<file path="config.mk">
export PLATFORM = sky130hd
export DESIGN_NAME = uart_key_rx
export DESIGN_NICKNAME = d
export VERILOG_FILES = /design/src/rtl/blaster_pkg.sv /design/src/rtl/uart_rx_core.sv /design/src/rtl/uart_key_rx.sv
export SDC_FILE = /design/constraint.sdc
export NUM_CORES = 1
export LEC_CHECK = 0
export ABC_AREA = 1
export CORE_ASPECT_RATIO = 1.75
export CORE_MARGIN = 3
export CORE_UTILIZATION = 40
export CTS_CLUSTER_SIZE = 16
export DETAILED_ROUTE_END_ITERATION = 6
export DONT_BUFFER_PORTS = 1
export SLEW_MARGIN = 10
export SYNTH_ARGS = -nofsm -noshare
export SYNTH_HDL_FRONTEND = slang
export SYNTH_SLANG_ARGS = --single-unit
</file>
<file path="constraint.sdc">
create_clock -name clk -period 2.53 [get_ports clk]
set_clock_uncertainty 0.05 [all_clocks]
set_input_delay 0.506 -clock clk [delete_from_list [all_inputs] [get_ports clk]]
set_output_delay 0.506 -clock clk [all_outputs]
set_load 0.005 [all_outputs]
</file>
<file path="src/rtl/blaster_pkg.sv">
// -----------------------------------------------------------------------------
// blaster_pkg
// Shared definitions for the blaster_chip keypad path.
//   - Keypad code space shared by the matrix scanner and the serial keypad
//     receiver (KEY_NONE means "no key pressed").
//   - State encoding of the serial receiver FSM.
//   - key_decode(): maps an ASCII byte onto the keypad code space.
// -----------------------------------------------------------------------------
package blaster_pkg;

    localparam logic [4:0] KEY_NONE = 5'h00;
    localparam logic [4:0] KEY_0    = 5'h10;
    localparam logic [4:0] KEY_1    = 5'h11;
    localparam logic [4:0] KEY_2    = 5'h12;
    localparam logic [4:0] KEY_3    = 5'h13;
    localparam logic [4:0] KEY_4    = 5'h14;
    localparam logic [4:0] KEY_5    = 5'h15;
    localparam logic [4:0] KEY_6    = 5'h16;
    localparam logic [4:0] KEY_7    = 5'h17;
    localparam logic [4:0] KEY_8    = 5'h18;
    localparam logic [4:0] KEY_9    = 5'h19;
    localparam logic [4:0] KEY_STAR = 5'h1A;
    localparam logic [4:0] KEY_HASH = 5'h1B;

    typedef enum logic [2:0] {
        ST_IDLE  = 3'd0,
        ST_START = 3'd1,
        ST_DATA  = 3'd2,
        ST_STOP  = 3'd3,
        ST_BREAK = 3'd4
    } rx_state_e;

    // Returns {hit, code}. hit=0 means the byte is not a keypad character.
    function automatic logic [5:0] key_decode(input logic [7:0] b);
        logic [5:0] r;
        r = {1'b0, KEY_NONE};
        if (b >= 8'h30 && b <= 8'h39) begin
            // For '0'..'9' the low nibble is already the digit value.
            r = {1'b1, KEY_0 + {1'b0, b[3:0]}};
        end else if (b == 8'h2A) begin
            r = {1'b1, KEY_STAR};
        end else if (b == 8'h23) begin
            r = {1'b1, KEY_HASH};
        end
        return r;
    endfunction

endpackage

</file>
<file path="src/rtl/uart_rx_core.sv">
// -----------------------------------------------------------------------------
// uart_rx_core
// 8N1 serial receiver: synchronises the raw line, finds the start bit,
// samples each bit near its centre and emits one-cycle strobes.
// Ports:
//   clk       in   system clock
//   reset_n   in   synchronous active-low reset
//   rx232     in   asynchronous serial line, idle high
//   rx_data   out  last correctly framed byte (held until the next one)
//   rx_valid  out  one-cycle strobe per correctly framed byte
//   frame_err out  one-cycle strobe when the stop bit is sampled low
// -----------------------------------------------------------------------------
module uart_rx_core
    import blaster_pkg::*;
#(
    parameter int CLK_HZ = 48_000_000,
    parameter int BAUD   = 115_200
) (
    input  logic       clk,
    input  logic       reset_n,
    input  logic       rx232,
    output logic [7:0] rx_data,
    output logic       rx_valid,
    output logic       frame_err
);

    localparam int DIV_RAW = (CLK_HZ + BAUD / 2) / BAUD;
    localparam int DIV     = (DIV_RAW < 8) ? 8 : DIV_RAW;
    localparam int HALF    = DIV / 2;
    localparam int TW      = $clog2(DIV);

    localparam logic [TW-1:0] TIMER_HALF = TW'(HALF - 1);
    localparam logic [TW-1:0] TIMER_FULL = TW'(DIV - 1);

    logic            sync1_q, sync1_d;
    logic            sync2_q, sync2_d;
    logic            prev_q, prev_d;
    rx_state_e       state_q, state_d;
    logic [TW-1:0]   timer_q, timer_d;
    logic [2:0]      idx_q, idx_d;
    logic [7:0]      shift_q, shift_d;
    logic [7:0]      rx_data_q, rx_data_d;
    logic            rx_valid_q, rx_valid_d;
    logic            frame_err_q, frame_err_d;

    logic            line;
    logic            fall;
    logic            tick;

    assign line = sync2_q;
    assign fall = prev_q & ~sync2_q;
    assign tick = (timer_q == '0);

    always_comb begin
        sync1_d     = rx232;
        sync2_d     = sync1_q;
        prev_d      = sync2_q;
        state_d     = state_q;
        timer_d     = timer_q;
        idx_d       = idx_q;
        shift_d     = shift_q;
        rx_data_d   = rx_data_q;
        rx_valid_d  = 1'b0;
        frame_err_d = 1'b0;

        // Timed states count down until the next sample point.
        if ((state_q == ST_START || state_q == ST_DATA || state_q == ST_STOP) && !tick) begin
            timer_d = timer_q - 1'b1;
        end

        case (state_q)
            ST_IDLE: begin
                if (fall) begin
                    timer_d = TIMER_HALF;
                    state_d = ST_START;
                end
            end
            ST_START: begin
                if (tick) begin
                    if (!line) begin
                        timer_d = TIMER_FULL;
                        idx_d   = 3'd0;
                        state_d = ST_DATA;
                    end else begin
                        // Start bit gone by mid-bit: a glitch, not a frame.
                        state_d = ST_IDLE;
                    end
                end
            end
            ST_DATA: begin
                if (tick) begin
                    shift_d[idx_q] = line;
                    timer_d        = TIMER_FULL;
                    idx_d          = idx_q + 3'd1;
                    if (idx_q == 3'd7) begin
                        state_d = ST_STOP;
                    end
                end
            end
            ST_STOP: begin
                if (tick) begin
                    if (line) begin
                        rx_valid_d = 1'b1;
                        rx_data_d  = shift_q;
                        state_d    = ST_IDLE;
                    end else begin
                        frame_err_d = 1'b1;
                        state_d     = ST_BREAK;
                    end
                end
            end
            ST_BREAK: begin
                // Line held low (break): wait for idle before hunting again.
                if (line) begin
                    state_d = ST_IDLE;
                end
            end
            default: begin
                state_d = ST_IDLE;
            end
        endcase
    end

    always_ff @(posedge clk) begin
        if (!reset_n) begin
            // Synchroniser presets to idle so reset never fakes a start edge.
            sync1_q     <= 1'b1;
            sync2_q     <= 1'b1;
            prev_q      <= 1'b1;
            state_q     <= ST_IDLE;
            timer_q     <= '0;
            idx_q       <= 3'd0;
            shift_q     <= 8'h00;
            rx_data_q   <= 8'h00;
            rx_valid_q  <= 1'b0;
            frame_err_q <= 1'b0;
        end else begin
            sync1_q     <= sync1_d;
            sync2_q     <= sync2_d;
            prev_q      <= prev_d;
            state_q     <= state_d;
            timer_q     <= timer_d;
            idx_q       <= idx_d;
            shift_q     <= shift_d;
            rx_data_q   <= rx_data_d;
            rx_valid_q  <= rx_valid_d;
            frame_err_q <= frame_err_d;
        end
    end

    assign rx_data   = rx_data_q;
    assign rx_valid  = rx_valid_q;
    assign frame_err = frame_err_q;

endmodule

</file>
<file path="src/rtl/uart_key_rx.sv">
// -----------------------------------------------------------------------------
// uart_key_rx
// Remote keypad over RS-232: receives 8N1 bytes and turns '0'..'9', '*', '#'
// into keypad codes held for HOLD_CYCLES clocks, like a key press.
// Ports:
//   clk       in   system clock
//   reset_n   in   synchronous active-low reset
//   rx232     in   asynchronous serial line, idle high
//   rx_data   out  last correctly framed byte
//   rx_valid  out  one-cycle strobe per correctly framed byte
//   frame_err out  one-cycle strobe on a bad stop bit
//   key       out  decoded key code, KEY_NONE when no key is held
// -----------------------------------------------------------------------------
module uart_key_rx
    import blaster_pkg::*;
#(
    parameter int CLK_HZ      = 48_000_000,
    parameter int BAUD        = 115_200,
    parameter int HOLD_CYCLES = 4_800_000
) (
    input  logic       clk,
    input  logic       reset_n,
    input  logic       rx232,
    output logic [7:0] rx_data,
    output logic       rx_valid,
    output logic       frame_err,
    output logic [4:0] key
);

    localparam int HW = (HOLD_CYCLES > 1) ? $clog2(HOLD_CYCLES) : 1;
    localparam logic [HW-1:0] HOLD_LOAD = HW'(HOLD_CYCLES - 1);

    logic [7:0]    core_data;
    logic          core_valid;
    logic [5:0]    decoded;
    logic [4:0]    key_q, key_d;
    logic [HW-1:0] hold_q, hold_d;

    uart_rx_core #(
        .CLK_HZ (CLK_HZ),
        .BAUD   (BAUD)
    ) u_core (
        .clk       (clk),
        .reset_n   (reset_n),
        .rx232     (rx232),
        .rx_data   (core_data),
        .rx_valid  (core_valid),
        .frame_err (frame_err)
    );

    assign decoded = key_decode(core_data);

    always_comb begin
        key_d  = key_q;
        hold_d = hold_q;
        if (key_q != KEY_NONE) begin
            if (hold_q == '0) begin
                key_d = KEY_NONE;
            end else begin
                hold_d = hold_q - 1'b1;
            end
        end
        // A fresh key byte overrides the running hold with no gap cycle.
        if (core_valid && decoded[5]) begin
            key_d  = decoded[4:0];
            hold_d = HOLD_LOAD;
        end
    end

    always_ff @(posedge clk) begin
        if (!reset_n) begin
            key_q  <= KEY_NONE;
            hold_q <= '0;
        end else begin
            key_q  <= key_d;
            hold_q <= hold_d;
        end
    end

    assign rx_data  = core_data;
    assign rx_valid = core_valid;
    assign key      = key_q;

endmodule

</file>
==> results.toml <==
[power_and_ir_drop]
share_comb_of_total_power = 0.200
pwr-share-seq = 0.370
irDropWorstVdd_mv = 0.510
switching_share = 0.302
p_int_mw = 2.16
power.leakage_nw = 1.64
clockPowerShare = 0.430
power-per-cell-area_nw_per_um2 = 828
p_switching_uw = 933

[timing]
relSlewSlack = 0.672
worst_slew_pin_slew_ns = 0.490
final_hold_viol_count = 0
rsz0062_at_grt = "no"
fin_crit_sh = 0.747
period_needed_ns = 1.89
fmax_ghz = 0.529
report.final.slew_viol_count = 0
final-setup-viol-count = 0
tns_ns = 0

[logic_synthesis]
synthesis.area_um2 = 3350
synth-seq-cells = 64
syn-num-nets = 496
avgSynthCellArea_um2 = 6.86
synth-seq-area-share = 0.382
synthCells = 489
ys_warn_count = 0
synth_cell_types = 37

[placement]
gp_congestion = 0.888
io_buffer_count = 0
dp_hpwl_mm = 5.85

[die]
die_h_um = 127
row_count = 43
start_util = 0.416
io_pins = 18
die-area_um2 = 9560
fp.dieW_um = 75.2
core_area_um2 = 8070

[critical_path]
r2r_cells = 6
critPathMaxStageDelay_ns = 0.46
crit_required_ns = 2.74
path_class = "flip-flop to flip-flop"
worstPathArrival_ns = 2.10
worst_path_most_repeated_cell = "nand2_1"
cp-start-kind = "flip-flop"
crit_chain = "o21ai_0 > nand2_1 > nand3_1 > nand2_2 > nand2_1 > a21oi_1"
cp-end-kind = "flip-flop"
cp_max_fo = 26
slowest_stage = "dfxtp_1"

[grt]
grt_pass1_wl_mm = 13.6
grt_pass1_vias = 2929
antenna_found_initial = 0
grtUsageTotal = 0.185
grt_overflow = 0
grt_max_degree = 27

[layout]
final_core_util = 0.463
final_cell_mix = "103 x nand2_1, 64 x dfxtp_1, 63 x nor2_1"
num_antenna_cells = 0
drive_above_1_share = 0.107
area_growth_pct = 11.3
final_nets = 498
final_common_cell = "nand2_1"

[drt]
via_count = 3031
viasPerCell = 5.17
routed_wl_mm = 7.85
drt_iter0_markers = 228
first_pass_iters = 4
drc = 0
wire_per_inst_um = 13.4
antenna_left = 0

[hold_path]
holdPathStages = 1
min_path_type = "primary input to flip-flop"

[cts]
numClockSinks = 64
cts_max_path_buffers = 2
cts_setup_buffers = 0
clk_latency_ns = 0.33
ctsHoldBuffers = 0
htreeDepth = 3
cts_tree = "done"
root_buffer = "clkbuf_16"
clk_pin_slew_ns = 0.06
post_cts_resized = 0
cts_buffers = 9

[run]
maxCapViolations = 0

[status]
outcome = "completed"
==> worst paths after layout <==
| path | startpoint | end | slack [ns] |
|---|---|---|---|
| min | reset_n | u_core.prev_q | 0.21 |
| min reg2reg | u_core.sync1_q | u_core.line | 0.36 |
| max | u_core.rx_data[3] | hold_q[9] | 0.64 |
| max reg2reg | u_core.rx_data[3] | hold_q[9] | 0.64 |
==> state kept, by name, summed over array words and instances, names as in the netlist <==
signal            flops
u_core.line           1
u_core.sync1_q        1
u_core.rx_data        8
u_core.idx_q          3
u_core.prev_q         1
hold_q               23
u_core.frame_err      1
key                   5
u_core.shift_q        8
u_core.timer_q        9
u_core.state_q        3
u_core.rx_valid       1
==> cell usage after synthesis (all sizes together) <==
master	number	area, um2
o21bai	1	7.51
nor2	74	335
nand2	110	445
a21oi	48	240
ha	4	50.1
nor3	13	86.3
inv	65	247
o211ai	2	15.0
nand4	10	62.6
nor4	2	12.5
xnor2	4	35.0
a211oi	1	7.51
o21ai	25	129
or2	3	18.8
dfxtp	64	1280
buf	6	46.3
nand3b	4	33.8
and2	2	12.5
xor2	6	52.6
nand3	40	218
clkinv	1	3.75
clkbuf	4	15.0
==> cells by family (layout without fill, tap and decap cells) <==
family          Yosys count  count (layout)  synth area share
simple gates            258             258             0.365
compound gates           77              77             0.119
buf+inv                  76              83            0.0929
flops                    64              64             0.382
xor+xnor                 10              10            0.0261
fa+ha+maj                 4               4            0.0149
==> critical path, delay by kind of cell (launching register included) <==
kind	cells	cell delay, ns
AOI/OAI and AO/OA	2	0.34
DFF	1	0.46
and+or+nand+nor	4	0.96
==> final cells by class <==
| type | count | area [um2] |
|---|---|---|
| clock buffer | 9 | 225 |
| clock inverter | 7 | 95.1 |
| fill | 852 | 4340 |
| inverter | 66 | 250 |
| multi-input combinational | 349 | 1760 |
| sequential | 64 | 1280 |
| tap | 90 | 113 |
| timing repair buffer | 1 | 7.51 |
==> power by group through the flow <==
stage	Combinational [mW]	Sequential (mW)	Clock (mW)
final	0.619	1.14	1.33
after global placement	0.608	1.16	0
after floorplan	0.525	1.15	0
after global routing	0.718	1.15	1.41
after CTS	0.626	1.14	1.35
after detailed placement	0.623	1.16	0
==> per-stage QoR <==
step	hold slack (ns)	instance area [um2]	worst slack (ns)	instances	total power [mW]
floorplan	0.343	3350	0.921	489	1.67
global placement	0.348	3410	0.667	570	1.77
detailed placement	0.349	3410	0.628	570	1.79
CTS	0.205	3730	0.615	586	3.12
global route	0.214	3730	0.343	586	3.28
finish	0.213	3730	0.640	586	3.09
==> metal layers <==
| layer | track usage | wire length [um] | part of all wire | vias up |
|---|---|---|---|---|
| li1 | - | - | - | 1584 |
| met1 | 0.193 | 3080 | 0.39 | 1406 |
| met2 | 0.326 | 4290 | 0.55 | 31 |
| met3 | 0.0646 | 343 | 0.044 | 10 |
| met4 | 0.0731 | 140 | 0.018 | 0 |
| met5 | 0 | 0 | 0 | - |
(Power assumes the default switching activity.)
==> patch, RTL diff (same settings) <==
Take the reset off `shift_q` and `rx_data_q` and load them in a clocked block of their own.
--- a/src/rtl/uart_rx_core.sv
+++ b/src/rtl/uart_rx_core.sv
@@ -130,8 +130,6 @@
             state_q     <= ST_IDLE;
             timer_q     <= '0;
             idx_q       <= 3'd0;
-            shift_q     <= 8'h00;
-            rx_data_q   <= 8'h00;
             rx_valid_q  <= 1'b0;
             frame_err_q <= 1'b0;
         end else begin
@@ -141,11 +139,14 @@
             state_q     <= state_d;
             timer_q     <= timer_d;
             idx_q       <= idx_d;
-            shift_q     <= shift_d;
-            rx_data_q   <= rx_data_d;
             rx_valid_q  <= rx_valid_d;
             frame_err_q <= frame_err_d;
         end
+    end
+
+    always_ff @(posedge clk) begin
+        shift_q   <= shift_d;
+        rx_data_q <= rx_data_d;
     end
 
     assign rx_data   = rx_data_q;
Formal check against the unedited RTL: same outputs for any inputs over 10 cycles, from zero or initial values and one cycle with reset_n low; that may be too few to reach the edited logic, so the function may still have changed.
==> patch against the original RTL <==
Synthesized area fell by 2.6%. Total power fell by 2.7%. Cell area fell by 1.4%. First-iteration DRC count fell by 43%. Setup slack got worse by 0.17 ns. Die area fell by 2.4%. Sequential cell count did not move. Wire length fell by 6.5%. Critical endpoint is now u_core.shift_q[4]$_DFFE_PP_. Largest cell class unchanged. Largest power group unchanged.
==> patch: results (changes against the original RTL) <==
- Status: finished clean (unchanged)
- Setup Fix Bufs, Post-CTS: 0 (unchanged)
- Top-count cell post-synth: nand2_1 (unchanged)
- Clock slew at reported path FFs: 0.06 ns (about the same)
- Root Driver: clkbuf_16 (unchanged)
- Hold crit path type: input pin to flip-flop (unchanged)
- Netlist cell types: 36 (was 37)
- Placed instance count: 540 (was 570)
- Filler cells: 805 (was 852)
- Starting DRT DRC Count: 131 (was 228)
- Largest net degree at the start of global routing: 23 (was 27)
- Post-synth top flop: dfxtp_1 (unchanged)
- Initial antenna violation count: 0 (unchanged)
- Layout cells sized above 1: 7.940% (was 10.69%)
- Vias per cell: 5.128 (was 5.172)
- Fraction of registers with async set/reset: 0% (unchanged)
- Ant. Diodes: 0 (unchanged)
- Syn_nets: 463 (was 496)
- Fmax: 0.4862 GHz (was 0.5292 GHz)
- Post-Layout Cell Count: 556 (was 586)
- Tot GR Track Use: 17.64% (was 18.45%)
- Top Registers: hold_q: 23 flops, u_core.timer_q: 9 flops (unchanged)
- Commonest cells post-synth: nand2_1, nor2_1, inv_1 (was nand2_1, dfxtp_1, nor2_1)
- Post-cts resize count: 0 (unchanged)
- Top post-synthesis cells by area: dfxtp_1, edfxtp_1, nand2_1 (was dfxtp_1, nand2_1, a21oi_1)
- WP data arrival: 2.02 ns (was 2.10 ns)
- # H-tree levels: 3 (unchanged)
- Worst-Skew Late Latency: 0.33 ns (about the same)
- Pleak: 1.738 nW (was 1.639 nW)
- Clock Tree Buf Depth: 2 (unchanged)
- Peak supply drop: 0.5271 mV (was 0.5097 mV)
- Vias in the first global route: 2,924 (was 2,929)
- Router iterations before antenna repair: 4 (unchanged)
- Number of synthesized flops with an enable pin: 16 (was 0)
- Num CTS Buffers: 9 (unchanged)
- Global-route wire length before repair: 12,830 um (was 13,630 um)
- Seq/Total Area, Yosys: 44.10% (was 38.19%)
- Detailed Place HPWL: 5535 um (was 5845 um)
- Post-Synthesis Cells: 455 (was 489)
- Nets: 469 (was 498)
- Hold Buf Count CTS: 0 (unchanged)
- Crit-path max FO: 5 (was 26)
- Synth Warn #: 0 (unchanged)
- Final GP Congestion: 0.8639 (was 0.8877)
- Port Buffers: 0 (unchanged)
- Pin slew with the least headroom to its limit: 0.5484 ns (was 0.4904 ns)
- Wirelength, routed: 7336 um (was 7845 um)
-- patch: cell type report --
class / instances / area [um2] / share of cell area, %
inverter: 64 / 242.7 / 6.596
multi-input combinational: 319 / 1531 / 41.62
clock inverter: 7 / 103.9 / 2.822
timing repair buffer: 3 / 22.52 / 0.6120
sequential: 64 / 1441 / 39.17
clock buffer: 9 / 225.2 / 6.120
tap: 90 / 112.6 / 3.060
-- patch: kinds of logic after synthesis --
family / Yosys count / share of synthesized area [%]
fa+ha+maj: 5 / 1.914
xor+xnor: 8 / 2.144
simple gates: 251 / 34.04
compound gates: 55 / 8.767
flops: 64 / 44.10
buf+inv: 72 / 9.035
-- patch: where the power goes --
part	leakage (nW)	total, W	internal, W	switching [W]
Sequential	0.531	0.00115	0.00111	0.0000434
Combinational	1.05	0.000509	0.000171	0.000337
Clock	0.160	0.00134	0.000872	0.000472
Total	1.74	0.00301	0.00215	0.000853
-- patch: final timing paths --
path	from	to	slack (ns)	cells after the start
min	reset_n	u_core.prev_q$_SDFF_PN1_	0.22	1
max reg2reg	u_core.timer_q[0]$_SDFF_PN0_	u_core.shift_q[4]$_DFFE_PP_	0.47	8
max	u_core.timer_q[0]$_SDFF_PN0_	u_core.shift_q[4]$_DFFE_PP_	0.47	8
min reg2reg	u_core.shift_q[1]$_DFFE_PP_	u_core.rx_data[1]$_DFFE_PP_	0.37	0
-- patch: through the flow --
| step | hold WS (ns) | total power [W] | cell area, um2 | setup slack [ns] |
|---|---|---|---|---|
| finish | 0.2230 | 0.003006 | 3680 | 0.4732 |
| global route | 0.2241 | 0.003181 | 3680 | 0.2329 |
| CTS | 0.2167 | 0.003041 | 3680 | 0.4715 |
| detailed placement | 0.3524 | 0.001681 | 3351 | 0.4800 |
| global placement | 0.3531 | 0.001676 | 3351 | 0.5734 |
| floorplan | 0.3425 | 0.001582 | 3268 | 0.6814 |
-- patch: critical path, cell delays in order, from the launching register on --
cell and delay, ns:
dfxtp_1 0.33, inv_1 0.07, ha_1 0.19, nand2_1 0.08, nor2_1 0.19, nand3_2 0.16, nor2_1 0.29, nand2_1 0.17
nor3_1 0.21
-- patch: layer usage --
layer | routed length (um) | GRT usage (%) | part of all wire (%) | vias up
met5 | 0 | 0 | 0 | -
met4 | 309 | 9.853 | 4.2 | 0
met3 | 245 | 4.103 | 3.3 | 26
met2 | 4044 | 32.17 | 55 | 40
met1 | 2736 | 17.38 | 37 | 1308
li1 | - | - | - | 1477
